<file path="src/rtl/cms_pix28_cmd_sequencer.sv">
// cms_pix28_cmd_sequencer: issues CLEAR/CFG0/CFG1/EXEC command words, then polls firmware status.
// Define CMS_PIX28_SEQ_RESET_EN to prefix every run with an RST_FW word.
module cms_pix28_cmd_sequencer #(
    parameter int unsigned TIMEOUT_CYCLES  = 1048576,
    parameter int unsigned CLR_WAIT_CYCLES = 64
) (
    input  logic        fw_axi_clk,
    input  logic        fw_rst,
    input  logic        start,
    input  logic [3:0]  firmware_id,
    input  logic [3:0]  test_sel,
    input  logic [23:0] cfg_static_0,
    input  logic [23:0] cfg_static_1,
    input  logic [23:0] exec_cfg,
    output logic [31:0] cmd_wdata,
    output logic        cmd_wvalid,
    input  logic        cmd_wready,
    input  logic [31:0] fw_status,
    output logic        busy,
    output logic        done,
    output logic [1:0]  result
);
    typedef enum logic [3:0] {
        IDLE, SEL_ERR,
`ifdef CMS_PIX28_SEQ_RESET_EN
        RST_FW,
`endif
        CLEAR, WAIT_CLR, CFG0, CFG1, EXEC, POLL, FIN
    } state_t;
`ifdef CMS_PIX28_SEQ_RESET_EN
    localparam state_t FIRST = RST_FW;
`else
    localparam state_t FIRST = CLEAR;
`endif
    localparam logic [1:0] RES_OK = 2'd0, RES_ERR = 2'd1, RES_TO = 2'd2, RES_SEL = 2'd3;

    state_t      state, state_n;
    logic [1:0]  res_n;
    logic [3:0]  fid, sel, op, st_done;
    logic [23:0] c0, c1, ex, body;
    logic [31:0] cnt;
    logic        st_err, hs, sel_ok;

    function automatic logic onehot(input logic [3:0] x);
        return (x != 4'h0) && ((x & (x - 4'h1)) == 4'h0);
    endfunction

    assign hs     = cmd_wvalid && cmd_wready;
    assign sel_ok = onehot(test_sel) && onehot(firmware_id);
    assign busy   = state != IDLE;
    assign done   = state == FIN;

    always_comb begin
        state_n = state;
        res_n   = result;
        case (state)
            IDLE:     state_n = start ? (sel_ok ? FIRST : SEL_ERR) : IDLE;
            SEL_ERR: begin
                state_n = FIN;
                res_n   = RES_SEL;
            end
`ifdef CMS_PIX28_SEQ_RESET_EN
            RST_FW:   state_n = hs ? CLEAR : RST_FW;
`endif
            CLEAR:    state_n = hs ? WAIT_CLR : CLEAR;
            WAIT_CLR: begin
                if (!st_err && st_done == 4'h0) state_n = CFG0;
                else if (cnt >= CLR_WAIT_CYCLES) begin
                    state_n = FIN;
                    res_n   = RES_TO;
                end
            end
            CFG0:     state_n = hs ? CFG1 : CFG0;
            CFG1:     state_n = hs ? EXEC : CFG1;
            EXEC:     state_n = hs ? POLL : EXEC;
            POLL: begin
                // error outranks done when both appear in the same sample
                if (st_err || |(st_done & sel) || cnt >= TIMEOUT_CYCLES - 1) begin
                    state_n = FIN;
                    res_n   = st_err ? RES_ERR : |(st_done & sel) ? RES_OK : RES_TO;
                end
            end
            default:  state_n = IDLE;
        endcase
    end

    always_comb begin
        cmd_wvalid = 1'b1;
        op         = 4'h0;
        body       = 24'h0;
        case (state)
`ifdef CMS_PIX28_SEQ_RESET_EN
            RST_FW: op = 4'h1;
`endif
            CLEAR:  op = 4'hE;
            CFG0: begin
                op   = 4'h2;
                body = c0;
            end
            CFG1: begin
                op   = 4'h4;
                body = c1;
            end
            EXEC: begin
                op   = 4'hF;
                body = ex;
            end
            default: cmd_wvalid = 1'b0;
        endcase
    end

    assign cmd_wdata = cmd_wvalid ? {fid, op, body} : 32'h0;

    always_ff @(posedge fw_axi_clk) begin
        if (fw_rst) begin
            state   <= IDLE;
            result  <= RES_OK;
            cnt     <= 32'h0;
            st_err  <= 1'b0;
            st_done <= 4'h0;
            fid     <= 4'h0;
            sel     <= 4'h0;
            c0      <= 24'h0;
            c1      <= 24'h0;
            ex      <= 24'h0;
        end else begin
            state   <= state_n;
            result  <= res_n;
            st_err  <= fw_status[31];
            st_done <= fw_status[17:14];
            cnt     <= (state_n != state) ? 32'h0 : (&cnt ? cnt : cnt + 32'd1);
            if (state == IDLE && start) begin
                fid <= firmware_id;
                sel <= test_sel;
                c0  <= cfg_static_0;
                c1  <= cfg_static_1;
                ex  <= exec_cfg;
            end
        end
    end
endmodule
</file>
<file path="config.mk">
export PLATFORM = sky130hd
export DESIGN_NAME = cms_pix28_cmd_sequencer
export DESIGN_NICKNAME = d
export VERILOG_FILES = /design/src/rtl/cms_pix28_cmd_sequencer.sv
export SDC_FILE = /design/constraint.sdc
export NUM_CORES = 1
export LEC_CHECK = 0
export ABC_AREA = 1
export CAP_MARGIN = 10
export CORE_MARGIN = 4
export CORE_UTILIZATION = 54
export DETAILED_ROUTE_END_ITERATION = 12
export GPL_TIMING_DRIVEN = 0
export PLACE_DENSITY = 0.84
export SETUP_SLACK_MARGIN = 0.05
export SLEW_MARGIN = 20
export SYNTH_ARGS = -nofsm -noshare
export SYNTH_HDL_FRONTEND = slang
export SYNTH_SLANG_ARGS = --single-unit
</file>
<file path="constraint.sdc">
create_clock -name fw_axi_clk -period 2.6 [get_ports fw_axi_clk]
set_input_delay 0.26 -clock fw_axi_clk [delete_from_list [all_inputs] [get_ports fw_axi_clk]]
set_output_delay 0.26 -clock fw_axi_clk [all_outputs]
set_load 0.005 [all_outputs]
</file>
# --- Word-level counts from Yosys, hierarchy flattened ---
# Cells that the tools add are included.
word_totals:
  reg_bits: 123
  latch_bits: 0
  mem_bits_rw: 0
  mem_bits_ro: 0
  input_bits: 116
  output_inout_bits: 37
  mem_count: 0
op_classes:
  addsub: 3
  multipliers: 0
  div: 0
  n_lt_le_gt_ge: 2
  eq_ne: 12
  shifts: 0
  n_mux: 20
  n_bitwise: 3
  n_reduce_logical: 22
ops:
  columns: ["op", "count"]
  rows:
  - ["24-bit case mux with 3 select lines", 1]
  - ["32-bit by 1-bit adder with 32-bit output, second input constant", 1]
  - ["32-bit by 20-bit >= comparator with 1-bit output, second input constant", 1]
  - ["32-bit by 7-bit >= comparator with 1-bit output, second input constant", 1]
  - ["32-bit 2-to-1 mux", 1]
  - ["4-bit case mux with 8 select lines", 1]
  - ["32-bit AND reduction", 1]
  - ["4-bit by 3-bit equality test with 1-bit output, second input constant", 4]
  - ["4-bit logical NOT", 4]
  - ["2-bit 2-to-1 mux", 8]
  - ["4-bit case mux with 4 select lines", 1]
  - ["4-bit bitwise AND", 3]
  - ["4-bit 2-to-1 mux", 3]
  - ["4-bit nonzero test", 3]
  - ["4-bit by 2-bit equality test with 1-bit output, second input constant", 2]
  - ["4-bit OR reduction", 2]
  - ["4-bit by 1-bit subtractor with 4-bit output, second input constant", 2]
  - ["1-bit logical AND", 6]
  - ["2-bit != test, second input constant", 3]
  - ["2-bit case mux with 3 select lines", 1]
  - ["4-bit by 1-bit equality test with 1-bit output, second input constant", 1]
  - ["4-bit equality test, second input constant", 1]
  - ["1-bit 2-to-1 mux", 4]
  - ["4-bit != test", 1]
  - ["5 further kinds", 6]

# --- Depth between registers and ports, before layout ---
# Gate-level depths: netlist of run 1.
depth:
  word_depth: 10
  depth_mapped: 13

# --- Least setup slack after synthesis of run 1 ---
# Ideal clock, no wire load.
synth_timing:
  path_kind: "flip-flop to flip-flop"
  startpoint: "register cnt[0]"
  endpoint: "register cnt[25]"
  setup_ns: 0.061
  arrival_ns: 1.714
  t_required_ns: 2.539
  path_slack_ns: 0.825
  path_stages_with_launch: 10
  n_path_buf: 2
  period_less_slack_ns: 1.775
  path_cell_list: "dfxtp_1 -> ha_1 -> nand3_2 -> nor2_4 -> and3_1 -> and3_1 -> buf_2 -> buf_2 -> nor2_1 -> nor2_4"
synth_between:
  elab_chain_len: 6
  word_cells_on_any_way: 11
  classes_between: "1 x add/sub; 2 x order compare; 1 x eq/ne; 4 x mux; 3 x reduce/logical"
synth_rtl:
  columns: ["item", "line_no", "source"]
  rows:
  - ["start: declaration", "41", "logic [31:0] cnt;"]
  - ["start signal: assignment", "131", "cnt <= (state_n != state) ? 32'h0 : (&cnt ? cnt : cnt + 32'd1);"]
  - ["32-bit by 7-bit >= comparator with 1-bit output / 32-bit by 20-bit >= comparator with 1-bit output (equally long branches)", "68, 78", null]
  - ["4-bit 2-to-1 mux / 1-bit logical OR (equally long branches)", "68, 78", null]
  - ["4-bit 2-to-1 mux (on tied branches)", "67, 78", null]
  - ["4-bit case mux with 8 select lines", "56", "case (state)"]
  - ["4-bit != test", "131", null]
  - ["2-bit OR reduction (no source line)", null, null]
# Parallel ways exist; a longest one is shown, timed or not.
# A chain may end at the register's enable or synchronous reset.

# --- Final worst setup path of run 1 ---
layout_timing:
  startpoint: "register state[1]"
  endpoint: "output port cmd_wdata[19]"
layout_between:
  elab_chain_len: 4
  word_cells_on_any_way: 8
  classes_between: "4 x eq/ne; 3 x mux; 1 x reduce/logical"
layout_rtl:
  columns: ["item", "line_no", "source"]
  rows:
  - ["start: declaration", "37", "state_t state, state_n;"]
  - ["start signal: assignment", "127", "state <= state_n;"]
  - ["4-bit by 3-bit equality test with 1-bit output / 4-bit by 2-bit equality test with 1-bit output (equally long branches)", "91", "case (state)"]
  - ["4-bit OR reduction (no source line)", null, null]
  - ["1-bit 2-to-1 mux", "91", null]
  - ["32-bit 2-to-1 mux (*)", "112", "assign cmd_wdata = cmd_wvalid ? {fid, op, body} : 32'h0;"]
  - ["end: declaration", "15", "output logic [31:0] cmd_wdata,"]
# Mark *: on every way between the ends. The rest lies on a longest branch, timed or not.

==> results of run 1 <==
## layout by cell type, fill, tap and decap left out, drive strengths merged
cell and n:
nand3 17, o21ai 87, nand2 113, a21boi 1
dlymetal6s2s 6, o221ai 24, buf 20, dfxtp 123
clkinvlp 1, and3 2, clkinv 8, ha 2
or2 1, dlygate4sd2 4, nand4 9, clkbuf 39
xor2 25, clkdlybuf4s50 114, nor4 3, inv 109
and2 1, nor2 174, nor3b 2, a21oi 65
nor3 16, bufinv 3, xnor2 5, nand3b 1
## kinds of logic (layout without fill, tap and decap cells)
logic type / Yosys count / in the layout / share of synthesized area (%)
AO/OA/AOI/OAI: 177 / 177 / 16.1
adder cells (fa/ha/maj): 2 / 2 / 0.406
flip-flops: 123 / 123 / 40.0
buffers and inverters: 147 / 304 / 10.2
XOR/XNOR: 30 / 30 / 4.26
AND/OR/NAND/NOR: 339 / 339 / 29.1
## power groups by stage
stage / logic [µW] / clock network, µW / registers [µW]
final: 641 / 2470 / 2080
after global routing: 705 / 2570 / 2090
after CTS: 637 / 2480 / 2080
after detailed placement: 620 / 0 / 2120
after global placement: 610 / 0 / 2110
after floorplan: 378 / 0 / 2100
## flip-flops by register name, indices dropped and copies added (netlist names)
name	cells
cnt	32
c0	24
c1	24
ex	24
fid	4
sel	4
st_done	4
state	4
result	2
st_err	1
## timing repair
action / in CTS / in global routing
buffers inserted: 1 / 0
gates resized for setup: 26 / 18
pin swaps: 2 / 1
cloned: 0 / 0
endpoints found under the setup margin: 25 / 22
## final cells by class
type | count | area (µm²)
Clock buffer | 19 | 453
Clock inverter | 13 | 168
Fill cell | 790 | 2700
Buffer | 39 | 245
Sequential cell | 123 | 2470
Tap cell | 140 | 175
Inverter | 108 | 408
Timing Repair Buffer | 125 | 1260
Multi-Input combinational cell | 548 | 3110
## through the flow
stage	utilization, %	hold slack [ns]
6_report	75.5	0.0559
5_1_grt	75.5	0.0578
4_1_cts	75.2	0.0599
3_5_place_dp	69.0	0.443
3_3_place_gp	69.0	0.433
2_1_floorplan	-	0.367
## layer usage
layer,GRT usage (%),vias up,wire [µm]
met5,0,-,0
met4,10.2,0,501
met3,6.89,43,1470
met2,45.5,235,8520
met1,33.0,2713,7170
li1,-,2931,-
## worst paths after layout
kind / end / depth (start not counted)
setup / recovery: cmd_wdata[19] / 8
hold / removal: state[2] / 2
setup reg to reg: cnt[12] / 9
hold reg to reg: result[0] / 2
==> results.md, run 1 <==
- GPL Wtd Cong: 0.933
- CTS H-tree depth: 4
- Crit path time final: 2.52 ns
- Least-Margin Pin Slew: 0.546 ns
- Drt first pass iters: 5
- CTS Hold Bufs: 0
- CTS tree: built
- Cell taking the most area after synthesis: dfxtp_1
- Worst skew pair latency: 0.42 ns
- Comb power frac: 12.3%
- Hold violation count in the final report: 0
- Skew final: 0.00678 ns
- #FFs+latches synth: 123
- Number of port buffers: 124
- Synthesized area per cell: 7.53 µm²
- Row count: 38
- Setup crit end kind: primary output
- Top cell by count, worst path: inv_1
- GRT Total Usage: 26.9%
- Vias/cell: 5.31
- P_sw: 1330 µW
- Peak supply drop: 0.701 mV
- CTS max path bufs: 2
- Cells after synthesis: 818
- CTS sink count: 123
- Slew Limit Fails: 0
- Synth unique cells: 36
- Setup-failing EPs final: 0
- Crit-path cells: inv_1 -> nor2_1 -> inv_1 -> nor2_4 -> inv_2 -> clkbuf_4 -> o221ai_1 -> clkdlybuf4s50_1
- Avg WL per Cell: 15.8 µm
- Tcrit/Tclk final: 97.1%
- First-pass GRT wire length: 28,100 µm
- Worst EP arrival: 2.26 ns
- Cell area after synthesis: 6160 µm²
- RSZ-0062 raised after global routing: true
- Max stage delay on crit path: 0.55 ns
- Bufs and invs on worst path: 5
- Post-synth EDFFs: 0
- Sw Ratio: 25.5%
- Pwr dens: 626 nW/µm²
- Register area share after synthesis: 40.0%
- Antenna-violating nets left: 0
- Synth top cells by count: nor2_1 (128), dfxtp_1 (123), nand2_1 (106)
- Critical Path Source Type: flop
- Synth Warn #: 0
- Top FF cell, synth: dfxtp_1
- Static leakage power: 0.00339 µW
- Setup CP Type: reg2out
- Slew HR: 63.6%
- RR Startpoint: cnt[0]
- Clk slew on worst S/H paths: 0.06 ns
- Worst EP required: 2.34 ns
- Hold Startpoint: fw_rst
- CTS root buffer: clkbuf_16
- Total Power: 5190 µW
- Layout cells sized above 1: 14.1%
- Initial antenna violation count: 0
- Slowest-stage cell, CP: clkdlybuf4s50_1
- Placed Area: 7580 µm²
- Final WS setup: 0.0754 ns
- Largest cells by area after synthesis: dfxtp_1 (40%), nor2_1 (7.8%), o21ai_0 (7.1%), nor2_4 (6.8%), nand2_1 (6.5%)
- Fin nets: 1,080
- Count leader, synth: nor2_1
- Largest fanout on the critical path: 10
- DR DRC count: 0
- Setup TNS: 0 ns
- Crit-path leading delay family: buffers and inverters
- Die area: 13,200 µm²
- Int Power: 3870 µW
- Die width: 115 µm
- Die Y: 115 µm
- Fmax: 396 MHz
- Largest net degree at the start of global routing: 17
- Half-perimeter wire length after placement: 12,800 µm
- Status: finished, final reports clean
- Initial Util: 56.1%
- Vias post-DR: 5,922
- Total CTS buffers: 17
- Final Non-Filler Cells: 1,115
- Core Footprint: 11,000 µm²
- Area growth, synth to finish: 34.5%
- R2r setup slk: 0.48 ns
- GRT overflow: 0
- Max Cap Viol: 0
- Vias in the first global route: 5,821
- IO Pins: 153
- Routed WL: 17,700 µm
- Sequential Power Share: 40.1%
- Final instance area: 8290 µm²
- Asr flop ratio synth: 0%
- Synthesized net count: 936
- Worst hold path class: in2reg
- Place WS: 0.0419 ns
- Synth top area share: 40.0%
- Ant diodes: 0
- Clk network pwr share: 47.6%
- Placed insts: 1,082
- CP startpoint: state[1]
- Initial DRC count: 574
No activity file was read; power rests on OpenSTA's default activity.
==> run 2, diff against run 1 <==
==> constraint.sdc (replaced) <==
create_clock -name fw_axi_clk -period 2.6 [get_ports fw_axi_clk]
set_input_delay 0.39 -clock fw_axi_clk [delete_from_list [all_inputs] [get_ports fw_axi_clk]]
set_output_delay 0.39 -clock fw_axi_clk [all_outputs]
set_load 0.005 [all_outputs]
==> run 2 against run 1 <==
  * Sequential cell count unchanged
  * Clock skew about the same
  * Highest routed layer unchanged
  * Critical path type unchanged
  * Fmax up 1.7%
  * Setup slack better by 0.043 ns
  * Clock-buffer cell count unchanged
  * Clock power about the same
  * Die area unchanged
  * Utilization up 0.30 points
  * First-iteration DRC count down 4.9%
==> results.md, run 2 (synthesized netlist as in run 1, its figures left out) <==
- Number of port buffers: 124
- Row count: 38
- CP startpoint: state[1]
- CTS H-tree depth: 4
- First-pass GRT wire length: 28,300 µm
- IO Pins: 153
- Fin nets: 1,082
- Fmax: 403 MHz
- Ant diodes: 0
- Clk slew on worst S/H paths: 0.06 ns
- Final WS setup: 0.119 ns
- CTS root buffer: clkbuf_16
- Peak supply drop: 0.701 mV
- Most frequent cells in the layout: nor2_1 (124), dfxtp_1 (119), nand2_1 (105), clkdlybuf4s50_1 (101), inv_1 (99)
- Least-Margin Pin Slew: 0.564 ns
- Core Footprint: 11,000 µm²
- Vias post-DR: 6,013
- Avg WL per Cell: 16.1 µm
- Total Power: 5190 µW
- Worst EP arrival: 2.09 ns
- Skew final: 0.00677 ns
- Largest fanout on the critical path: 6
- Setup-failing EPs final: 0
- Min-Delay Path Depth: 2
- RSZ-0062 raised after global routing: true
- Total CTS buffers: 17
- Place WS: -0.0881 ns
- GRT Total Usage: 27.1%
- Hold Path End: state[2]
- Largest net degree at the start of global routing: 17
- Crit path time final: 2.48 ns
- Slew Limit Fails: 0
- Half-perimeter wire length after placement: 12,800 µm
- Die area: 13,200 µm²
- Setup CP Type: reg2out
- Hold violation count in the final report: 0
- Static leakage power: 0.00354 µW
- Die Y: 115 µm
- GPL Wtd Cong: 0.933
- Vias/cell: 5.38
- Hold Startpoint: fw_rst
- Initial DRC count: 546
- Vias in the first global route: 5,881
- Antenna-violating nets left: 0
- Most common cell after layout, fill and taps aside: nor2_1
- Slew HR: 62.4%
- Pwr dens: 624 nW/µm²
- Initial antenna violation count: 0
- Final Util: 75.8%
- Reg-to-reg critical path endpoint: cnt[12]
- Drt first pass iters: 8
- Die width: 115 µm
- Status: finished, final reports clean
- CTS sink count: 123
- Worst skew pair latency: 0.41 ns
- Cells on worst reg2reg path: 9
- Worst EP required: 2.21 ns
- Max Cap Viol: 0
- Max FFs per register: 32
- RR Startpoint: cnt[0]
- Layout cells sized above 1: 14.5%
- Area growth, synth to finish: 35.1%
- CTS tree: built
- CTS max path bufs: 2
- Routed WL: 18,000 µm
- Critical Path Source Type: flop
- Setup crit end kind: primary output
- R2r setup slk: 0.48 ns
- Initial Util: 56.1%
- GRT overflow: 0
- Most flops, register: cnt
- DR DRC count: 0
- Tcrit/Tclk final: 95.4%
- Worst hold slack: 0.188 ns
- Worst hold path class: in2reg
[run 2: timing repair]
action,CTS,global route
pin swaps,2,1
endpoints found under the setup margin,30,14
gates resized for setup,41,19
buffers inserted,2,1
hold buffers,0,0
[run 2: worst max path at each step]
stage / end
detailed placement: cmd_wdata[9]
CTS: cmd_wdata[5]
finish: cmd_wdata[0]
global route: cmd_wdata[28]
global placement: cmd_wdata[9]
floorplan: cnt[25]
[run 2: area by class of cell]
| class | count | area, µm² |
|---|---|---|
| Buffer | 39 | 256 |
| Clock buffer | 19 | 453 |
| Clock inverter | 13 | 168 |
| Fill cell | 783 | 2660 |
| Inverter | 108 | 408 |
| Multi-Input combinational cell | 548 | 3110 |
| Sequential cell | 123 | 2470 |
| Tap cell | 140 | 175 |
| Timing Repair Buffer | 127 | 1280 |
[run 2: per-stage QoR]
step | instances | area [µm²] | setup TNS, ns
after CTS | 1116 | 8280 | -0.00776
after global routing | 1117 | 8320 | 0
final | 1117 | 8320 | 0
after floorplan | 818 | 6160 | 0
after global placement | 1082 | 7580 | -0.512
after detailed placement | 1082 | 7580 | -0.656
[run 2: power breakdown]
group | switching (µW) | internal [µW]
logic | 370 | 277
registers | 56.5 | 2020
clock network | 899 | 1570
total | 1320 | 3870
[run 2: layer usage]
metal	share of wire, %	vias up	GRT usage [%]
li1	-	2928	-
met1	40	2761	32.7
met2	49	270	46.2
met3	7.8	54	7.16
met4	3.2	0	10.6
met5	0	-	0
[run 2: worst max-delay path, cell delays in order, from the launching register on]
cell	delay (ns)
dfxtp_4	0.38
inv_1	0.05
nor2_1	0.11
inv_1	0.10
nor2_2	0.17
inv_2	0.10
o221ai_1	0.22
clkdlybuf4s50_1	0.55
